[src/rtl/rf_write_arbiter_if.sv]
// Requester-side bundle for rf_write_arbiter: per-requester valid/lock/payload and one-hot ready.
// Requester k owns bit k of valid/lock/ready and slice k of each payload vector.
interface rf_write_arbiter_if #(
    parameter int NREQ = 2
);
    logic [NREQ-1:0]      req_valid;
    logic [NREQ-1:0]      req_lock;
    logic [4*NREQ-1:0]    req_regsel;
    logic [4*NREQ-1:0]    req_scrsel;
    logic [3*NREQ-1:0]    req_funsel;
    logic [32*NREQ-1:0]   req_data;
    logic [NREQ-1:0]      req_ready;

    modport master (
        output req_valid, req_lock, req_regsel, req_scrsel, req_funsel, req_data,
        input  req_ready
    );

    modport slave (
        input  req_valid, req_lock, req_regsel, req_scrsel, req_funsel, req_data,
        output req_ready
    );
endinterface

[src/rtl/rf_write_arbiter.sv]
// Round-robin arbiter with multi-beat lock for the RegisterFile write port (I/RegSel/ScrSel/FunSel).
// Optional lock-timeout breaker enabled by defining RF_ARB_TIMEOUT_EN.
module rf_write_arbiter #(
    parameter int NREQ         = 2,
    parameter int LOCK_TIMEOUT = 15
) (
    input  logic              Clock,
    input  logic              rst,
    rf_write_arbiter_if.slave req,
    output logic [3:0]        RegSel,
    output logic [3:0]        ScrSel,
    output logic [2:0]        FunSel,
    output logic [31:0]       I,
    output logic [1:0]        grant_id,
    output logic              locked,
    output logic              lock_broken
);
    typedef enum logic {IDLE = 1'b0, LOCKED = 1'b1} state_t;

    state_t      state_q, state_d;
    logic [1:0]  ptr_q, ptr_d;
    logic [1:0]  owner_q, owner_d;
    logic [1:0]  grant_id_q, grant_id_d;
    logic [3:0]  regsel_q, regsel_d;
    logic [3:0]  scrsel_q, scrsel_d;
    logic [2:0]  funsel_q, funsel_d;
    logic [31:0] data_q, data_d;
    logic        lock_broken_q, lock_broken_d;
    logic        fire_s;
    logic        lock_s;
    logic [1:0]  gidx_s;
    logic [NREQ-1:0] ready_s;
`ifdef RF_ARB_TIMEOUT_EN
    logic [3:0]  idle_cnt_q, idle_cnt_d;
`endif

    function automatic logic [1:0] wrap_add(input logic [1:0] base, input int offs);
        return 2'((int'(base) + offs) % NREQ);
    endfunction

    function automatic logic valid_at(input logic [NREQ-1:0] vec, input logic [1:0] idx);
        logic hit;
        hit = 1'b0;
        for (int k = 0; k < NREQ; k++) begin
            hit = hit | (vec[k] & (idx == 2'(k)));
        end
        return hit;
    endfunction

    // Grant selection: owner only while locked, else first valid scanning upward from ptr.
    always_comb begin
        fire_s = 1'b0;
        gidx_s = 2'd0;
        if (rst) begin
            if (state_q == LOCKED) begin
                fire_s = valid_at(req.req_valid, owner_q);
                gidx_s = owner_q;
            end else begin
                // Scan farthest-first so the requester nearest to ptr overwrites last and wins.
                for (int i = NREQ - 1; i >= 0; i--) begin
                    fire_s = fire_s | valid_at(req.req_valid, wrap_add(ptr_q, i));
                    gidx_s = valid_at(req.req_valid, wrap_add(ptr_q, i)) ? wrap_add(ptr_q, i) : gidx_s;
                end
            end
        end else begin
            fire_s = 1'b0;
        end
        ready_s = fire_s ? ({{(NREQ-1){1'b0}}, 1'b1} << gidx_s) : '0;
    end

    assign req.req_ready = ready_s;

    // Next state, pointer/owner update and staging of the accepted beat.
    always_comb begin
        state_d       = state_q;
        ptr_d         = ptr_q;
        owner_d       = owner_q;
        grant_id_d    = grant_id_q;
        lock_broken_d = lock_broken_q;
        regsel_d      = 4'd0;
        scrsel_d      = 4'd0;
        funsel_d      = 3'd0;
        data_d        = 32'd0;
        lock_s        = 1'b0;
`ifdef RF_ARB_TIMEOUT_EN
        idle_cnt_d    = 4'd0;
`endif
        for (int k = 0; k < NREQ; k++) begin
            regsel_d = (fire_s && gidx_s == 2'(k)) ? req.req_regsel[4*k +: 4]  : regsel_d;
            scrsel_d = (fire_s && gidx_s == 2'(k)) ? req.req_scrsel[4*k +: 4]  : scrsel_d;
            funsel_d = (fire_s && gidx_s == 2'(k)) ? req.req_funsel[3*k +: 3]  : funsel_d;
            data_d   = (fire_s && gidx_s == 2'(k)) ? req.req_data[32*k +: 32]  : data_d;
            lock_s   = (fire_s && gidx_s == 2'(k)) ? req.req_lock[k]           : lock_s;
        end
        if (fire_s) begin
            grant_id_d = gidx_s;
            ptr_d      = wrap_add(gidx_s, 1);
            if (lock_s) begin
                state_d = LOCKED;
                owner_d = gidx_s;
            end else begin
                state_d = IDLE;
            end
        end else begin
`ifdef RF_ARB_TIMEOUT_EN
            // Owner idle in LOCKED: the break takes effect next cycle, this cycle stays locked.
            if (state_q == LOCKED) begin
                if (5'(idle_cnt_q) + 5'd1 == 5'(LOCK_TIMEOUT)) begin
                    state_d       = IDLE;
                    ptr_d         = wrap_add(owner_q, 1);
                    lock_broken_d = 1'b1;
                    idle_cnt_d    = 4'd0;
                end else begin
                    idle_cnt_d    = idle_cnt_q + 4'd1;
                end
            end else begin
                idle_cnt_d = 4'd0;
            end
`else
            lock_broken_d = 1'b0;
`endif
        end
    end

    // State and output registers with synchronous active-low reset.
    always_ff @(posedge Clock) begin
        if (!rst) begin
            state_q       <= IDLE;
            ptr_q         <= 2'd0;
            owner_q       <= 2'd0;
            grant_id_q    <= 2'd0;
            regsel_q      <= 4'd0;
            scrsel_q      <= 4'd0;
            funsel_q      <= 3'd0;
            data_q        <= 32'd0;
            lock_broken_q <= 1'b0;
`ifdef RF_ARB_TIMEOUT_EN
            idle_cnt_q    <= 4'd0;
`endif
        end else begin
            state_q       <= state_d;
            ptr_q         <= ptr_d;
            owner_q       <= owner_d;
            grant_id_q    <= grant_id_d;
            regsel_q      <= regsel_d;
            scrsel_q      <= scrsel_d;
            funsel_q      <= funsel_d;
            data_q        <= data_d;
            lock_broken_q <= lock_broken_d;
`ifdef RF_ARB_TIMEOUT_EN
            idle_cnt_q    <= idle_cnt_d;
`endif
        end
    end

    assign RegSel      = regsel_q;
    assign ScrSel      = scrsel_q;
    assign FunSel      = funsel_q;
    assign I           = data_q;
    assign grant_id    = grant_id_q;
    assign locked      = (state_q == LOCKED);
    assign lock_broken = lock_broken_q;
endmodule

[src/flat_wrapper.sv]
// flat-port wrapper written by rule: the top's interface ports become plain ports
module rf_write_arbiter_flat 
#(
    parameter int NREQ         = 2,
    parameter int LOCK_TIMEOUT = 15
)
  (Clock, rst, RegSel, ScrSel, FunSel, I, grant_id, locked, lock_broken, req_req_valid, req_req_lock, req_req_regsel, req_req_scrsel, req_req_funsel, req_req_data, req_req_ready);
  rf_write_arbiter_if #(.NREQ(NREQ)) req_i ();
  input  logic Clock;
  input  logic rst;
  output logic [3:0] RegSel;
  output logic [3:0] ScrSel;
  output logic [2:0] FunSel;
  output logic [31:0] I;
  output logic [1:0] grant_id;
  output logic locked;
  output logic lock_broken;
  input wire logic [$bits(req_i.req_valid)-1:0] req_req_valid;
  input wire logic [$bits(req_i.req_lock)-1:0] req_req_lock;
  input wire logic [$bits(req_i.req_regsel)-1:0] req_req_regsel;
  input wire logic [$bits(req_i.req_scrsel)-1:0] req_req_scrsel;
  input wire logic [$bits(req_i.req_funsel)-1:0] req_req_funsel;
  input wire logic [$bits(req_i.req_data)-1:0] req_req_data;
  output wire logic [$bits(req_i.req_ready)-1:0] req_req_ready;
  assign req_i.req_valid = req_req_valid;
  assign req_i.req_lock = req_req_lock;
  assign req_i.req_regsel = req_req_regsel;
  assign req_i.req_scrsel = req_req_scrsel;
  assign req_i.req_funsel = req_req_funsel;
  assign req_i.req_data = req_req_data;
  assign req_req_ready = req_i.req_ready;
  rf_write_arbiter #(.NREQ(NREQ), .LOCK_TIMEOUT(LOCK_TIMEOUT)) u_core (.Clock(Clock), .rst(rst), .req(req_i), .RegSel(RegSel), .ScrSel(ScrSel), .FunSel(FunSel), .I(I), .grant_id(grant_id), .locked(locked), .lock_broken(lock_broken));
endmodule
[config.mk]
export PLATFORM = sky130hd
export DESIGN_NAME = rf_write_arbiter_flat
export DESIGN_NICKNAME = d
export VERILOG_FILES = /design/src/rtl/rf_write_arbiter_if.sv /design/src/rtl/rf_write_arbiter.sv /design/src/flat_wrapper.sv
export SDC_FILE = /design/constraint.sdc
export NUM_CORES = 1
export LEC_CHECK = 0
export ABC_AREA = 1
export BUFFER_PORTS_ARGS = -buffer_cell sky130_fd_sc_hd__buf_4
export CAP_MARGIN = 20
export CORE_MARGIN = 2
export CORE_UTILIZATION = 41
export DETAILED_ROUTE_END_ITERATION = 12
export GPL_TIMING_DRIVEN = 0
export PLACE_DENSITY = 0.93
export REMOVE_ABC_BUFFERS = 1
export SYNTH_ARGS = -nofsm -noshare
export SYNTH_HDL_FRONTEND = slang
export SYNTH_SLANG_ARGS = --single-unit
[constraint.sdc]
create_clock -name Clock -period 2 [get_ports Clock]
set_input_delay 0.2 -clock Clock [delete_from_list [all_inputs] [get_ports Clock]]
set_output_delay 0.2 -clock Clock [all_outputs]
set_load 0.005 [all_outputs]
==> results.cfg <==
[timing]
fin_ws_ps = 117
finalHoldViolations = 0
finalCritPeriodShare_pct = 94.2
max_freq_ghz = 0.531
fin_skew_ps = 4.94
setup_viol = 0
grt_setup_unrepaired = no
fin_tns_setup_ps = 0
worst_slew_margin_rel_pct = 56.0
tightestPinTransition_ps = 660
period_needed_ps = 1880
drv_slew = 0

[synth]
synth_top_family_by_area = simple AND/OR/NAND/NOR gates
yosysUniqueCellTypes = 18
syn_inst = 222
yosysSeqAreaShare_pct = 55.6
synthSimpleGateAreaFrac_pct = 35.1
ys_warn_count = 0
synth.avg_cell_area_um2 = 7.94
synthMuxAreaShare_pct = 0
synth_compound_area_share_pct = 2.84
synth.cell_area_um2 = 1760
ys_seq_elements = 49
synth-xor-area-share_pct = 0
yosys.area_share.adder_pct = 0

[critical_path]
crit_fanout = 27
path_cells = inv_2, nand2_1, nand2_1, nor2_4, buf_16, buf_4
rr_startpoint = u_core.locked
r2r-end = u_core.owner_q[1]
crit_path_start_kind = flip-flop
worstRegToRegCells = 8
crit_top_cell = nand2_1
worstSetupPathType = flip-flop to output pin
critical_path_required_ps = 1800
slowest_stage = dfxtp_1
endpoint_kind = output pin
cp_data_arrival_time_ps = 1680
reg2reg_setup_slack_ps = 440
crit_start = u_core.locked
slowest_delay_ps = 390

[cells_and_area]
final_cell_mix = buf_4 (141), nand2_1 (127), dfxtp_1 (49)
stdcell_count = 414
area_growth_pct = 67.8
num-nets-final = 456
layout_commonest_cell = buf_4
drive_above_1_share_pct = 46.2
n_antenna_cell = 0

[cts]
clk_latency_ps = 290
cts_hold_buf = 0
clockRootBuffer = clkbuf_8
clock-sinks = 49
tritoncts = built
path_clk_slew_ps = 80
cts_resized = 0
cts.htree.levels = 2
cts_max_path_buffers = 2
numCtsBuffers = 5

[placement]
place.gp.congestion = 0.825
pre_cts_ws_ps = 131
dpl.hpwl_um = 3830
post-place-cells = 403
io_buffers = 139

[pwr]
irDropWorstVdd_mv = 0.493
leakage_uw = 0.00162
finalPower_uw = 2100
powerDensity_nw_per_um2 = 709

[hold_path]
min_from = req_req_data[6]
min_to = u_core.I[6]
hp-class = primary input to flip-flop
whs_path_depth = 3

[global_routing]
grt_pass1_vias = 1796
grt_max_degree = 28
antenna_found_initial = 0
grt_use_total_pct = 21.6
grt.overflow.total = 0
grt_pass1_wl_um = 8180

[route]
ant_nets = 0
drt_iter0_drc = 94
wl_um = 5000
viasPerCell = 4.52
wl_per_cell_um = 12.1
vias = 1870
drc = 0
drtPass1Iterations = 7

[floorplanning]
core_area_um2 = 4060
row_count = 23
die_area_um2 = 4840
ios = 141
start_util_pct = 43.4
die_x_um = 69.6
die_y_um = 69.6

[run]
drv_cap = 0

[outcome]
status = finished, final reports clean
cell families after synthesis:
family                 after synthesis
AOI/OAI and AO/OA                    5
and+or+nand+nor                    151
buffers and inverters               16
other                                1
DFF                                 49
how the worst max path moves through the flow:
stage	endpoint	cells past startpoint
2_1_floorplan	u_core.owner_q[1]	8
3_3_place_gp	req_req_ready[1]	6
3_5_place_dp	req_req_ready[0]	6
4_1_cts	req_req_ready[0]	7
5_1_grt	req_req_ready[1]	8
6_report	req_req_ready[1]	6
flip-flops by register name (all words and copies together), names as in the netlist:
name	count
u_core.ScrSel	4
u_core.locked	1
u_core.owner_q	2
u_core.RegSel	4
u_core.FunSel	3
u_core.I	32
u_core.ptr_q	1
u_core.grant_id	2
routing by layer:
layer	global-route usage, %	vias to the layer above	share of wire (%)
li1	-	950	-
met1	23.7	812	36
met2	37.6	98	51
met3	7.70	10	10
met4	9.15	0	2.0
met5	0	-	0
timing repair:
item / in CTS / in global routing
cloned: 2 / 0
setup endpoints to repair: 2 / 1
buffers inserted: 1 / 1
hold endpoints to repair: 0 / 0
pin swaps: 1 / 0
where the power goes:
part	total (µW)	internal [µW]	leakage, µW	switching [µW]
clock network	561	274	0.0000443	286
registers	1080	1060	0.000405	23.7
logic	455	267	0.00117	188
synthesized netlist by cell type, drive strengths merged:
master	number	share of area (%)
nor2	7	2.1
nand4	1	0.36
inv	6	1.3
nand3	5	1.4
a211oi	1	0.43
buf	10	5.0
nand2	138	31
dfxtp	49	56
a21oi	4	2.4
conb	1	0.21
critical path: cells and delay by family (launching register included):
kind | cells | cell delay, ps
buf+inv | 3 | 390
flops | 1 | 390
simple gates | 3 | 600
through the flow:
step | area (µm²) | hold slack [ps] | utilization (%)
after detailed placement | 2840 | 392 | 70.0
after floorplan | 1680 | 297 | -
final | 2960 | 92.1 | 72.9
after global routing | 2960 | 78.0 | 72.9
after global placement | 2780 | 386 | 68.5
after CTS | 2950 | 84.4 | 72.7
area by class of cell:
class / count / area [µm²]
Timing Repair Buffer: 143 / 1110
Fill cell: 309 / 1100
Sequential cell: 49 / 981
Multi-Input combinational cell: 159 / 692
Clock buffer: 7 / 86.3
Tap cell: 50 / 62.6
Inverter: 6 / 22.5
No activity file was read; power rests on OpenSTA's default activity.
